==> src/rtl/dvi_rx_timing_gen.sv <==
// Synthetic DVI receiver front end: modelled PLL lock, video timing and test patterns.
// Define DVI_RX_TIMING_LOCK_SWEEP_EN to model the PLL phase search; otherwise lock follows reset directly.
module dvi_rx_timing_gen #(
    parameter int unsigned H_ACTIVE     = 128,
    parameter int unsigned H_FP         = 4,
    parameter int unsigned H_SYNC       = 4,
    parameter int unsigned H_BP         = 8,
    parameter int unsigned V_ACTIVE     = 32,
    parameter int unsigned V_FP         = 2,
    parameter int unsigned V_SYNC       = 2,
    parameter int unsigned V_BP         = 4,
    parameter bit          HS_POL       = 1'b1,
    parameter bit          VS_POL       = 1'b1,
    parameter int unsigned PIX_DIV      = 2,
    parameter int unsigned SWEEP_CYCLES = 16,
    parameter logic [3:0]  LOCK_PHASE   = 4'd9,
    parameter logic [23:0] SOLID_RGB    = 24'hFF0000
) (
    input  logic       clk,
    input  logic       rst_n,
    input  logic [2:0] I_pattern_sel,
    input  logic       I_relock,
    output logic [3:0] O_pll_phase,
    output logic       O_pll_phase_lock,
    output logic       O_rgb_clk,
    output logic       O_rgb_vs,
    output logic       O_rgb_hs,
    output logic       O_rgb_de,
    output logic [7:0] O_rgb_r,
    output logic [7:0] O_rgb_g,
    output logic [7:0] O_rgb_b
);
    localparam int unsigned H_TOTAL = H_ACTIVE + H_FP + H_SYNC + H_BP;
    localparam int unsigned V_TOTAL = V_ACTIVE + V_FP + V_SYNC + V_BP;
    localparam int unsigned HW = ($clog2(H_TOTAL) > 8) ? $clog2(H_TOTAL) : 8;
    localparam int unsigned VW = ($clog2(V_TOTAL) > 8) ? $clog2(V_TOTAL) : 8;
    localparam int unsigned DW = $clog2(PIX_DIV);

    localparam logic [HW-1:0] H_LAST  = HW'(H_TOTAL - 1);
    localparam logic [HW-1:0] H_ACT   = HW'(H_ACTIVE);
    localparam logic [HW-1:0] HS_BEG  = HW'(H_ACTIVE + H_FP);
    localparam logic [HW-1:0] HS_END  = HW'(H_ACTIVE + H_FP + H_SYNC);
    localparam logic [HW-1:0] BAR_W   = HW'(H_ACTIVE / 8);
    localparam logic [VW-1:0] V_LAST  = VW'(V_TOTAL - 1);
    localparam logic [VW-1:0] V_ACT   = VW'(V_ACTIVE);
    localparam logic [VW-1:0] VS_BEG  = VW'(V_ACTIVE + V_FP);
    localparam logic [VW-1:0] VS_END  = VW'(V_ACTIVE + V_FP + V_SYNC);
    localparam logic [DW-1:0] DIV_LAST = DW'(PIX_DIV - 1);
    localparam logic [DW-1:0] DIV_HALF = DW'(PIX_DIV / 2);
    localparam logic [15:0]   COL_MOD  = 16'(H_ACTIVE);

`ifdef DVI_RX_TIMING_LOCK_SWEEP_EN
    localparam int unsigned SW = ($clog2(SWEEP_CYCLES) > 0) ? $clog2(SWEEP_CYCLES) : 1;
    localparam logic [SW-1:0] SWEEP_LAST = SW'(SWEEP_CYCLES - 1);
    localparam logic [3:0]    RESET_PHASE = 4'd0;
    logic [SW-1:0] sweep_cnt;
`else
    localparam logic [3:0]    RESET_PHASE = LOCK_PHASE;
`endif

    typedef enum logic [1:0] {ST_RESET, ST_SEARCH, ST_LOCKED} state_t;

    state_t        state;
    logic [DW-1:0] div_cnt;
    logic [HW-1:0] h_cnt;
    logic [VW-1:0] v_cnt;
    logic [2:0]    pat_q;
    logic [15:0]   frame_cnt;
    logic          first_done;

    logic          frame_start;
    logic [2:0]    pat_eff;
    logic [15:0]   fc_eff;
    logic          de_nxt;
    logic          hs_nxt;
    logic          vs_nxt;
    logic [2:0]    bar_idx;
    logic [23:0]   rgb_nxt;

    // The frame-start pixel already uses the newly latched pattern and frame count.
    always_comb begin
        frame_start = (state == ST_LOCKED) && (div_cnt == '0) && (h_cnt == '0) && (v_cnt == '0);
        pat_eff     = frame_start ? I_pattern_sel : pat_q;
        fc_eff      = (frame_start && first_done) ? frame_cnt + 16'd1 : frame_cnt;
        de_nxt      = (h_cnt < H_ACT) && (v_cnt < V_ACT);
        hs_nxt      = ((h_cnt >= HS_BEG) && (h_cnt < HS_END)) ? HS_POL : !HS_POL;
        vs_nxt      = ((v_cnt >= VS_BEG) && (v_cnt < VS_END)) ? VS_POL : !VS_POL;
        bar_idx     = 3'(h_cnt / BAR_W);
        rgb_nxt     = '0;
        if (de_nxt) begin
            case (pat_eff)
                3'd0: rgb_nxt = SOLID_RGB;
                3'd1: begin
                    case (bar_idx)
                        3'd0:    rgb_nxt = 24'hFFFFFF;
                        3'd1:    rgb_nxt = 24'hFFFF00;
                        3'd2:    rgb_nxt = 24'h00FFFF;
                        3'd3:    rgb_nxt = 24'h00FF00;
                        3'd4:    rgb_nxt = 24'hFF00FF;
                        3'd5:    rgb_nxt = 24'hFF0000;
                        3'd6:    rgb_nxt = 24'h0000FF;
                        default: rgb_nxt = 24'h000000;
                    endcase
                end
                3'd2: rgb_nxt = {3{h_cnt[7:0]}};
                3'd3: rgb_nxt = (h_cnt[3] ^ v_cnt[3]) ? '1 : '0;
                3'd4: rgb_nxt = (16'(h_cnt) == (fc_eff % COL_MOD)) ? '1 : '0;
                3'd5: rgb_nxt = {h_cnt[7:0], v_cnt[7:0], fc_eff[7:0]};
                default: rgb_nxt = '0;
            endcase
        end
    end

    always_ff @(posedge clk or negedge rst_n) begin
        if (!rst_n) begin
            state            <= ST_RESET;
            O_pll_phase      <= RESET_PHASE;
            O_pll_phase_lock <= 1'b0;
`ifdef DVI_RX_TIMING_LOCK_SWEEP_EN
            sweep_cnt        <= '0;
`endif
            div_cnt          <= '0;
            h_cnt            <= '0;
            v_cnt            <= '0;
            pat_q            <= '0;
            frame_cnt        <= '0;
            first_done       <= 1'b0;
            O_rgb_clk        <= 1'b0;
            O_rgb_de         <= 1'b0;
            O_rgb_hs         <= !HS_POL;
            O_rgb_vs         <= !VS_POL;
            {O_rgb_r, O_rgb_g, O_rgb_b} <= '0;
        end else if (I_relock) begin
            // Relock takes priority over everything, including a coincident frame start.
            div_cnt    <= '0;
            h_cnt      <= '0;
            v_cnt      <= '0;
            frame_cnt  <= '0;
            first_done <= 1'b0;
            O_rgb_clk  <= 1'b0;
            O_rgb_de   <= 1'b0;
            O_rgb_hs   <= !HS_POL;
            O_rgb_vs   <= !VS_POL;
            {O_rgb_r, O_rgb_g, O_rgb_b} <= '0;
`ifdef DVI_RX_TIMING_LOCK_SWEEP_EN
            state            <= ST_SEARCH;
            O_pll_phase      <= '0;
            O_pll_phase_lock <= 1'b0;
            sweep_cnt        <= '0;
`else
            state            <= ST_LOCKED;
            O_pll_phase_lock <= 1'b1;
`endif
        end else begin
            case (state)
                ST_RESET: begin
`ifdef DVI_RX_TIMING_LOCK_SWEEP_EN
                    state       <= ST_SEARCH;
                    O_pll_phase <= '0;
                    sweep_cnt   <= '0;
`else
                    state            <= ST_LOCKED;
                    O_pll_phase_lock <= 1'b1;
`endif
                end
`ifdef DVI_RX_TIMING_LOCK_SWEEP_EN
                ST_SEARCH: begin
                    if (sweep_cnt == SWEEP_LAST) begin
                        sweep_cnt <= '0;
                        if (O_pll_phase == LOCK_PHASE) begin
                            state            <= ST_LOCKED;
                            O_pll_phase_lock <= 1'b1;
                        end else begin
                            O_pll_phase <= O_pll_phase + 4'd1;
                        end
                    end else begin
                        sweep_cnt <= sweep_cnt + SW'(1);
                    end
                end
`endif
                ST_LOCKED: begin
                    O_rgb_clk <= (div_cnt < DIV_HALF);
                    if (div_cnt == '0) begin
                        O_rgb_de <= de_nxt;
                        O_rgb_hs <= hs_nxt;
                        O_rgb_vs <= vs_nxt;
                        {O_rgb_r, O_rgb_g, O_rgb_b} <= rgb_nxt;
                        if (frame_start) begin
                            pat_q      <= pat_eff;
                            frame_cnt  <= fc_eff;
                            first_done <= 1'b1;
                        end
                    end
                    if (div_cnt == DIV_LAST) begin
                        div_cnt <= '0;
                        if (h_cnt == H_LAST) begin
                            h_cnt <= '0;
                            v_cnt <= (v_cnt == V_LAST) ? '0 : v_cnt + VW'(1);
                        end else begin
                            h_cnt <= h_cnt + HW'(1);
                        end
                    end else begin
                        div_cnt <= div_cnt + DW'(1);
                    end
                end
                default: state <= ST_RESET;
            endcase
        end
    end

endmodule

==> config.mk <==
export PLATFORM = sky130hd
export DESIGN_NAME = dvi_rx_timing_gen
export DESIGN_NICKNAME = d
export VERILOG_FILES = /design/src/rtl/dvi_rx_timing_gen.sv
export SDC_FILE = /design/constraint.sdc
export NUM_CORES = 1
export LEC_CHECK = 0
export BUFFER_PORTS_ARGS = -buffer_cell sky130_fd_sc_hd__clkbuf_2
export CAP_MARGIN = 20
export CORE_UTILIZATION = 63
export CTS_CLUSTER_DIAMETER = 50
export DETAILED_ROUTE_END_ITERATION = 10
export GPL_ROUTABILITY_DRIVEN = 0
export PLACE_DENSITY_LB_ADDON = 0.08
export SYNTH_ARGS = -nofsm -noshare
export SYNTH_HDL_FRONTEND = slang
export SYNTH_SLANG_ARGS = --single-unit
==> constraint.sdc <==
create_clock -name clk -period 5.8 [get_ports clk]
set_input_delay 1.16 -clock clk [delete_from_list [all_inputs] [get_ports clk]]
set_output_delay 1.16 -clock clk [all_outputs]
set_load 0.01 [all_outputs]
Yosys cells after proc, flatten, opt, wreduce, memory -nomap -nowiden. Index checks and enable logic that the tools add are counted.

Flip-flop bits (word level): 68. Output and inout port bits: 33. Input bits: 6. Logic and storage cells: 124.

$lt $le $gt $ge: 7. Equal/unequal tests: 17. Multiplexer cells: 53. Reduce and logical (&&, ||, !) cells: 24. Bitwise gates (word level): 3. Add/subtract/negate cells: 4.

Operators with widths (count): 24-bit case mux with 7 select lines (1); 8-bit two-way mux (18); 24-bit case mux with 6 select lines (1); 16-bit two-way mux (5); 24-bit two-way mux (3); 1-bit two-way mux (22); 16-bit by 1-bit adder with 16-bit output (second input constant) (1); 8-bit by 1-bit adder with 8-bit output (second input constant) (2); 8-bit logical NOT (2); 8-bit by 6-bit less-than comparator with 1-bit output (second input constant) (2); 8-bit less-than comparator (second input constant) (2); 3-bit equality test (second input constant) (5); 3-bit by 2-bit equality test with 1-bit output (second input constant) (4); 2-bit nonzero test (6); 8-bit by 6-bit equality test with 1-bit output (second input constant) (1); 8-bit by 7-bit equality test with 1-bit output (1); 8-bit equality test (second input constant) (1); 8-bit by 6-bit greater-or-equal comparator with 1-bit output (second input constant) (1); 8-bit greater-or-equal comparator (second input constant) (1); 4-bit AND reduction (2); 1-bit logical AND (7); 3-bit by 1-bit equality test with 1-bit output (second input constant) (2); 3-bit logical NOT (2); 3-bit AND reduction (2); other kinds (11) (14).

Longest topological paths before layout. Gate-level depths: netlist of run 1.

Depth in word-level cells: 13. Depth in mapped cells: 11. Depth with buffers taken out: 8.

Worst setup path before layout of run 1. OpenSTA, ideal clock, no wires.

Path type: register to register. Start point: register h_cnt[0]. End point: register O_rgb_r[0]. Arrival time: 2876 ps. Clock period less this slack: 2965 ps. Required time: 5712 ps. Library setup time: 88 ps. Setup slack: 2835 ps. Buffers on the path: 3. Stages on the path, launching flop included: 12. Cells stage by stage: dfrtp_1 > clkbuf_1 > inv_1 > ha_1 > and4b_1 > buf_2 > nand3_4 > mux2_4 > or4_1 > or4_4 > buf_6 > a41oi_1.

Cells in the longest elaborated chain, start to end: 12. Elaborated cells between the ends (all ways): 21. Those cells by class: order compare (1); eq/ne (6); mux (8); reduce/logical (6).

RTL lines: start, declared (RTL line 65) `logic [HW-1:0] h_cnt;`; start signal, assigned (RTL line 200) `h_cnt <= h_cnt + HW'(1);`; 8-bit logical NOT (RTL line 82) `frame_start = (state == ST_LOCKED) && (div_cnt == '0) && (h_cnt == '0) && (v_cnt == '0);`; 1-bit logical AND (2 in a row) (RTL line 82); 1-bit logical AND (RTL line 84) `fc_eff = (frame_start && first_done) ? frame_cnt + 16'd1 : frame_cnt;`; 16-bit two-way mux (RTL line 84); 8-bit by 7-bit equality test with 1-bit output (RTL line 107) `3'd4: rgb_nxt = (16'(h_cnt) == (fc_eff % COL_MOD)) ? '1 : '0;`; 24-bit two-way mux (RTL line 107); 24-bit case mux with 6 select lines (RTL line 91) `case (pat_eff)`; 24-bit two-way mux * (RTL line 90) `if (de_nxt) begin`; 8-bit two-way mux * (RTL line 183) `if (div_cnt == '0) begin`; 8-bit two-way mux * (RTL line 155) `case (state)`; 8-bit two-way mux * (RTL line 133) `end else if (I_relock) begin`; end signal, assigned (RTL line 187) `{O_rgb_r, O_rgb_g, O_rgb_b} <= rgb_nxt;`; end, declared (RTL line 29) `output logic [7:0] O_rgb_r,`.

Mark *: on every way between the ends. The rest lies on a longest branch, timed or not. The select of a mux whose other input is x is not followed. A chain may end at the register's enable or synchronous reset.

Worst setup path in the final report of run 1.
Start point: register h_cnt[4]. End point: register O_rgb_r[1].

The elaborated chain is that of the path after synthesis.

==> results of run 1 <==
registers in the layout, indices dropped and copies added, names as in the netlist:
name,flops
O_rgb_b,8
O_rgb_g,8
O_rgb_r,8
frame_cnt,8
h_cnt,8
v_cnt,8
pat_q,3
O_pll_phase_lock,1
O_rgb_clk,1
O_rgb_de,1
O_rgb_hs,1
O_rgb_vs,1
first_done,1
state,1
cells by family (layout without fill, tap and decap cells):
group,after synthesis,after routing,share of synthesized area
and+or+nand+nor,139,139,0.215
buffers and inverters,38,60,0.0543
DFF,58,58,0.409
muxes,12,12,0.0370
xor gates and xnor gates,15,15,0.0370
AOI/OAI and AO/OA,124,124,0.228
other,2,5,0.00212
adders and majority gates,5,5,0.0176
synthesized netlist by cell type (3+ instances only):
cell type	number
nand4_1	4
buf_6	3
a221oi_1	8
nor2b_1	7
xnor2_1	5
buf_4	6
a31oi_1	11
a211oi_1	4
o21ai_0	26
o31ai_1	5
nor2_1	27
buf_2	4
ha_1	5
a41oi_1	9
a21oi_1	34
and3_1	5
clkbuf_1	17
nand3_1	15
nor3_1	5
xor2_1	10
or3_1	3
nor4_1	3
a21boi_0	8
nand3b_1	6
o21ai_1	4
inv_1	7
nand2_1	35
nand2b_1	5
dfrtp_1	58
mux2_2	5
mux2i_1	6
and2_1	6
final timing paths:
| check | start | end | slack, ns |
|---|---|---|---|
| setup reg to reg | h_cnt[4] | O_rgb_r[1] | 2.54 |
| max in group asynchronous | rst_n | frame_cnt[4] | 4.34 |
| setup / recovery | h_cnt[4] | O_rgb_r[1] | 2.54 |
| min in group asynchronous | rst_n | O_rgb_r[5] | 0.94 |
| hold reg to reg | O_pll_phase_lock | O_pll_phase_lock | 0.47 |
| hold / removal | O_pll_phase_lock | O_pll_phase_lock | 0.47 |
cell type report:
class / count / area [um2]
Multi-Input combinational cell: 300 / 1920
Sequential cell: 58 / 1450
Fill cell: 405 / 1380
Timing Repair Buffer: 39 / 208
Clock buffer: 11 / 151
Tap cell: 70 / 87.6
Clock inverter: 3 / 40.0
Inverter: 7 / 26.3
per-layer routing:
layer / GRT usage / share of wire / vias to the layer above
li1: - / - / 1486
met1: 0.427 / 0.42 / 1564
met2: 0.497 / 0.48 / 152
met3: 0.0583 / 0.066 / 33
met4: 0.174 / 0.033 / 0
met5: 0 / 0 / -
where the power goes:
part           leakage (nW)  internal (mW)  switching, mW
clock                 0.101          0.215          0.157
sequential            0.786          0.449         0.0595
combinational         0.753          0.133          0.218
through the flow:
| stage | utilization | total power [mW] | instances | area (um2) | worst slack [ns] |
|---|---|---|---|---|---|
| global placement | 0.701 | 0.847 | 474 | 3690 | 2.63 |
| finish | 0.737 | 1.23 | 488 | 3890 | 2.54 |
| CTS | 0.737 | 1.23 | 488 | 3890 | 2.57 |
| global route | 0.737 | 1.29 | 488 | 3890 | 2.38 |
| floorplan | - | 0.749 | 396 | 3560 | 2.84 |
| detailed placement | 0.701 | 0.857 | 474 | 3690 | 2.58 |
==> metrics, run 1 <==
status=finished, final reports clean; Async SR Flop Fraction=1.00; Routed Antenna Nets=0; nets@finish=426; Max Cap Viol=0; pin count of the biggest net entering global routing=59; Worst Tran Pin Value=0.861 ns; Overflow after GRT=0; CP max stage delay=about 0.65 ns; Syn Area/Cell=9.02 um2; Initial DRC Count=roughly 370; most frequent cells in the layout=dfrtp_1, nand2_1, a21oi_1, clkbuf_2; Post-CTS Hold Fix Bufs=0; WL final=approximately 8.8 mm; Post-synth top flop=dfrtp_1; IO Pins=39; Area Overhead vs Synth=9.60%; endpoints failing setup=0; WP data required=a little over 6 ns; Initial Util=0.673; GRT Total Usage=0.320; initial antenna violation count=0; CP delay by family, top=simple AND/OR/NAND/NOR gates; Clock transition at path regs=0.07 ns; area share of the largest cell type after synthesis=0.409; leakage=1.64 nW; CTS tree=built; Max H-tree Level=3; number of synthesized flops with an enable pin=0; Post-CTS Resized=0; critical path fanouts, max=22; startpoint class of the critical path=flop; synthesized flop and latch total=58; minimum hold slack=0.473 ns; clock sinks=58; Vias=3235; dominant cell type by area after synthesis=dfrtp_1; fin. max-slew vios=0; Syn Std Cell Area=0.00355 mm2; crit path max-delay cell type=or4_4; Tmin final=3.26 ns; vias in the first global route=3046; drt wl/cell=18.1 um; worst vdd ir=approximately 0.21 mV; row cnt=26; RSZ-0062 raised after global routing=no; reg2reg path depth=7; Ys Warns=4; setup TNS=0 ns; WP data arrival=3.52 ns; quantity of I/O buffers inserted on ports=34; die area=a little under 0.006 mm2; slew margin rel.=0.425; Die Width=between 70 and 80 um; total CTS buffers=9; Hold Path Stages=1; Worst Hold Class=flop to flop; top cells by area, synth=dfrtp_1, a21oi_1, nand2_1, o21ai_0, nor2_1; Worst Skew=~0.011 ns; Cells after Synth=~390; layout cells sized above 1=0.165; core area=approximately 0.0053 mm2; Chip Height=between 70 and 80 um; leading cell type in the layout, fill and taps excluded=dfrtp_1; CP Cell Sequence=nor3_2 -> and4b_1 -> nand3_4 -> mux2_4 -> or4_1 -> or4_4 -> a41oi_1; WS Path Type=flop to flop; Pwr per Cell Area=317 mW/mm2; vias per cell=6.63; post-CTS setup buffers=0; Clock Tree Buf Depth=2; Crit. End Element=flop; Skew-Pair Late Insertion Delay=0.35 ns; DR DRC count=0; ant diodes=0; stages on the worst setup path=7; Achievable Freq=around 300 MHz; Crit path buffers/inverters=0; first-pass GRT wire length=around 15 mm; final hold viol count=0; CTS Root Cell=clkbuf_8; Final period util=0.563; Seq/Total Area, Yosys=0.409; first-pass iteration count of the detailed router=5; post-DP HPWL=5.76 mm; count of different cell masters after synthesis=58
No activity file was read; power rests on OpenSTA's default activity.
==> inputs of run 2 (changes only) <==
Settings changed: CORE_UTILIZATION 63 to 53.
Clock period 5.8 ns to 2.95 ns, I/O delays scaled along.
==> run 2 against run 1 <==
  * Setup slack worse by 2.5 ns
  * First-iteration DRC count decreased by 36%
  * Cell count is 8.2% higher
  * Maximum frequency rose by 13%
  * Critical endpoint is now O_rgb_r[6]
  * Clock skew down 0.0015 ns
  * Flip-flop and latch count did not move
  * Largest power group unchanged
  * Highest routed layer unchanged
  * Routed wire length up 13%
  * Sequential power rose by 91%
  * Critical path type unchanged
  * Sequential share of layout area down 2.7 points
  * Critical path depth stayed put
==> metrics, run 2 (same netlist as run 1, synthesis figures left out) <==
status=finished, final reports clean; met2 WL=4.82 mm; CTS tree=built; fin area=0.00420 mm2; Chip Height=83.8 um; Setup WS pre-CTS=between 0.03 and 0.04 ns; ant diodes=0; Crit. End Element=flop; Clock Tree Buf Depth=2; clock sinks=58; CTS Root Cell=clkbuf_8; total power=2.57 mW; total CTS buffers=9; Pwr per Cell Area=613 mW/mm2; Clock transition at path regs=0.07 ns; GRT Total Usage=0.294; post-CTS setup buffers=0; worst vdd ir=0.455 mV; WS Path Type=flop to flop; Most Frequent Cell on Critical Path=or4_4; Met1 Wirelength=~4.3 mm; Final period util=0.977; Vias=3333; Top Layer Used=met4; die area=0.00702 mm2; startpoint class of the critical path=flop; first-pass iteration count of the detailed router=5; critical path fanouts, max=6; vias in the first global route=3225; endpoints failing setup=0; fin. max-slew vios=0; IO Pins=39; slew margin rel.=0.508; post-DP HPWL=6.77 mm; Die Width=83.8 um; drt wl/cell=18.9 um; first-pass GRT wire length=about 16 mm; Critical R2R Launch=v_cnt[2]; layout cells sized above 1=0.237; core area=0.00639 mm2; WP data arrival=3.14 ns; DR WL met3=549 um; Worst Tran Pin Value=0.733 ns; crit path max-delay cell type=or4_4; Initial DRC Count=235; DR DRC count=0; WP data required=between 3 and 4 ns; pin count of the biggest net entering global routing=33; CP max stage delay=a little under 0.6 ns; quantity of I/O buffers inserted on ports=34; initial antenna violation count=0; Post-CTS Resized=0; most frequent cells in the layout=dfrtp_1, nand2_1, a21oi_1, clkbuf_2, buf_4; Max Cap Viol=0; Overflow after GRT=0; fin util=0.657; Routed Antenna Nets=0; Achievable Freq=347 MHz; final hold viol count=0; Worst Hold Class=input port to async pin; Skew-Pair Late Insertion Delay=0.35 ns; Post-CTS Hold Fix Bufs=0; Max H-tree Level=3; setup ws final=0.0687 ns; crit path from=v_cnt[2]; row cnt=29; nets@finish=457; Area Overhead vs Synth=18.3%; leading cell type in the layout, fill and taps excluded=dfrtp_1; Tmin final=2.88 ns; Initial Util=0.555; leakage=1.81 nW; WL final=between 9 and 10 mm; CP Cell Sequence=nor4_4 -> and4_4 -> nand3_4 -> mux2_4 -> or4_4 -> or4_4 -> a41oi_1; vias per cell=6.31; Placed Area=0.00393 mm2; RSZ-0062 raised after global routing=yes; Worst Skew=0.00963 ns
[run 2: cell count changes in the layout (fill, tap and decap cells not counted), sizes merged]
cell / change
buf: +29
clkinv: +1
or4: +2
bufinv: +1
[run 2: routing by layer]
layer / GRT usage / vias to the layer above
li1: - / 1556
met1: 0.388 / 1617
met2: 0.486 / 127
met3: 0.0435 / 33
met4: 0.117 / 0
met5: 0 / -
[run 2: worst max-delay path, delay by kind of cell (launching register included)]
kind	cells	cell delay (ns)
DFF	1	0.42
and+or+nand+nor	5	1.82
AOI/OAI and AO/OA	1	0.23
muxes	1	0.31
[run 2: metrics by stage]
stage | hold WS (ns) | TNS [ns] | cells
final | 0.291 | 0 | 528
after global routing | 0.354 | -0.0515 | 528
after global placement | 0.459 | 0 | 510
after detailed placement | 0.466 | 0 | 510
after CTS | 0.313 | 0 | 526
after floorplan | 0.294 | 0 | 396
[run 2: final timing paths]
check                      cells after the start  slack (ns)          to
min in group clk                               2        0.48    O_rgb_vs
min reg2reg                                    2        0.48    O_rgb_vs
min                                            1        0.29  O_rgb_b[4]
max reg2reg                                    7        0.07  O_rgb_r[6]
max                                            7        0.07  O_rgb_r[6]
max in group asynchronous                      2        2.03    v_cnt[4]
[run 2: where the power goes]
part / internal [mW] / leakage (nW) / switching (mW)
Clock: 0.475 / 0.107 / 0.328
Combinational: 0.317 / 0.917 / 0.484
Sequential: 0.883 / 0.785 / 0.0874
Total: 1.68 / 1.81 / 0.899
[run 2: area by class of cell]
cell class | count | area, um2
Fill cell | 549 | 2190
Multi-Input combinational cell | 302 | 1970
Sequential cell | 58 | 1450
Timing Repair Buffer | 68 | 438
Clock buffer | 11 | 131
Tap cell | 77 | 96.3
Clock inverter | 5 | 78.8
Inverter | 7 | 26.3
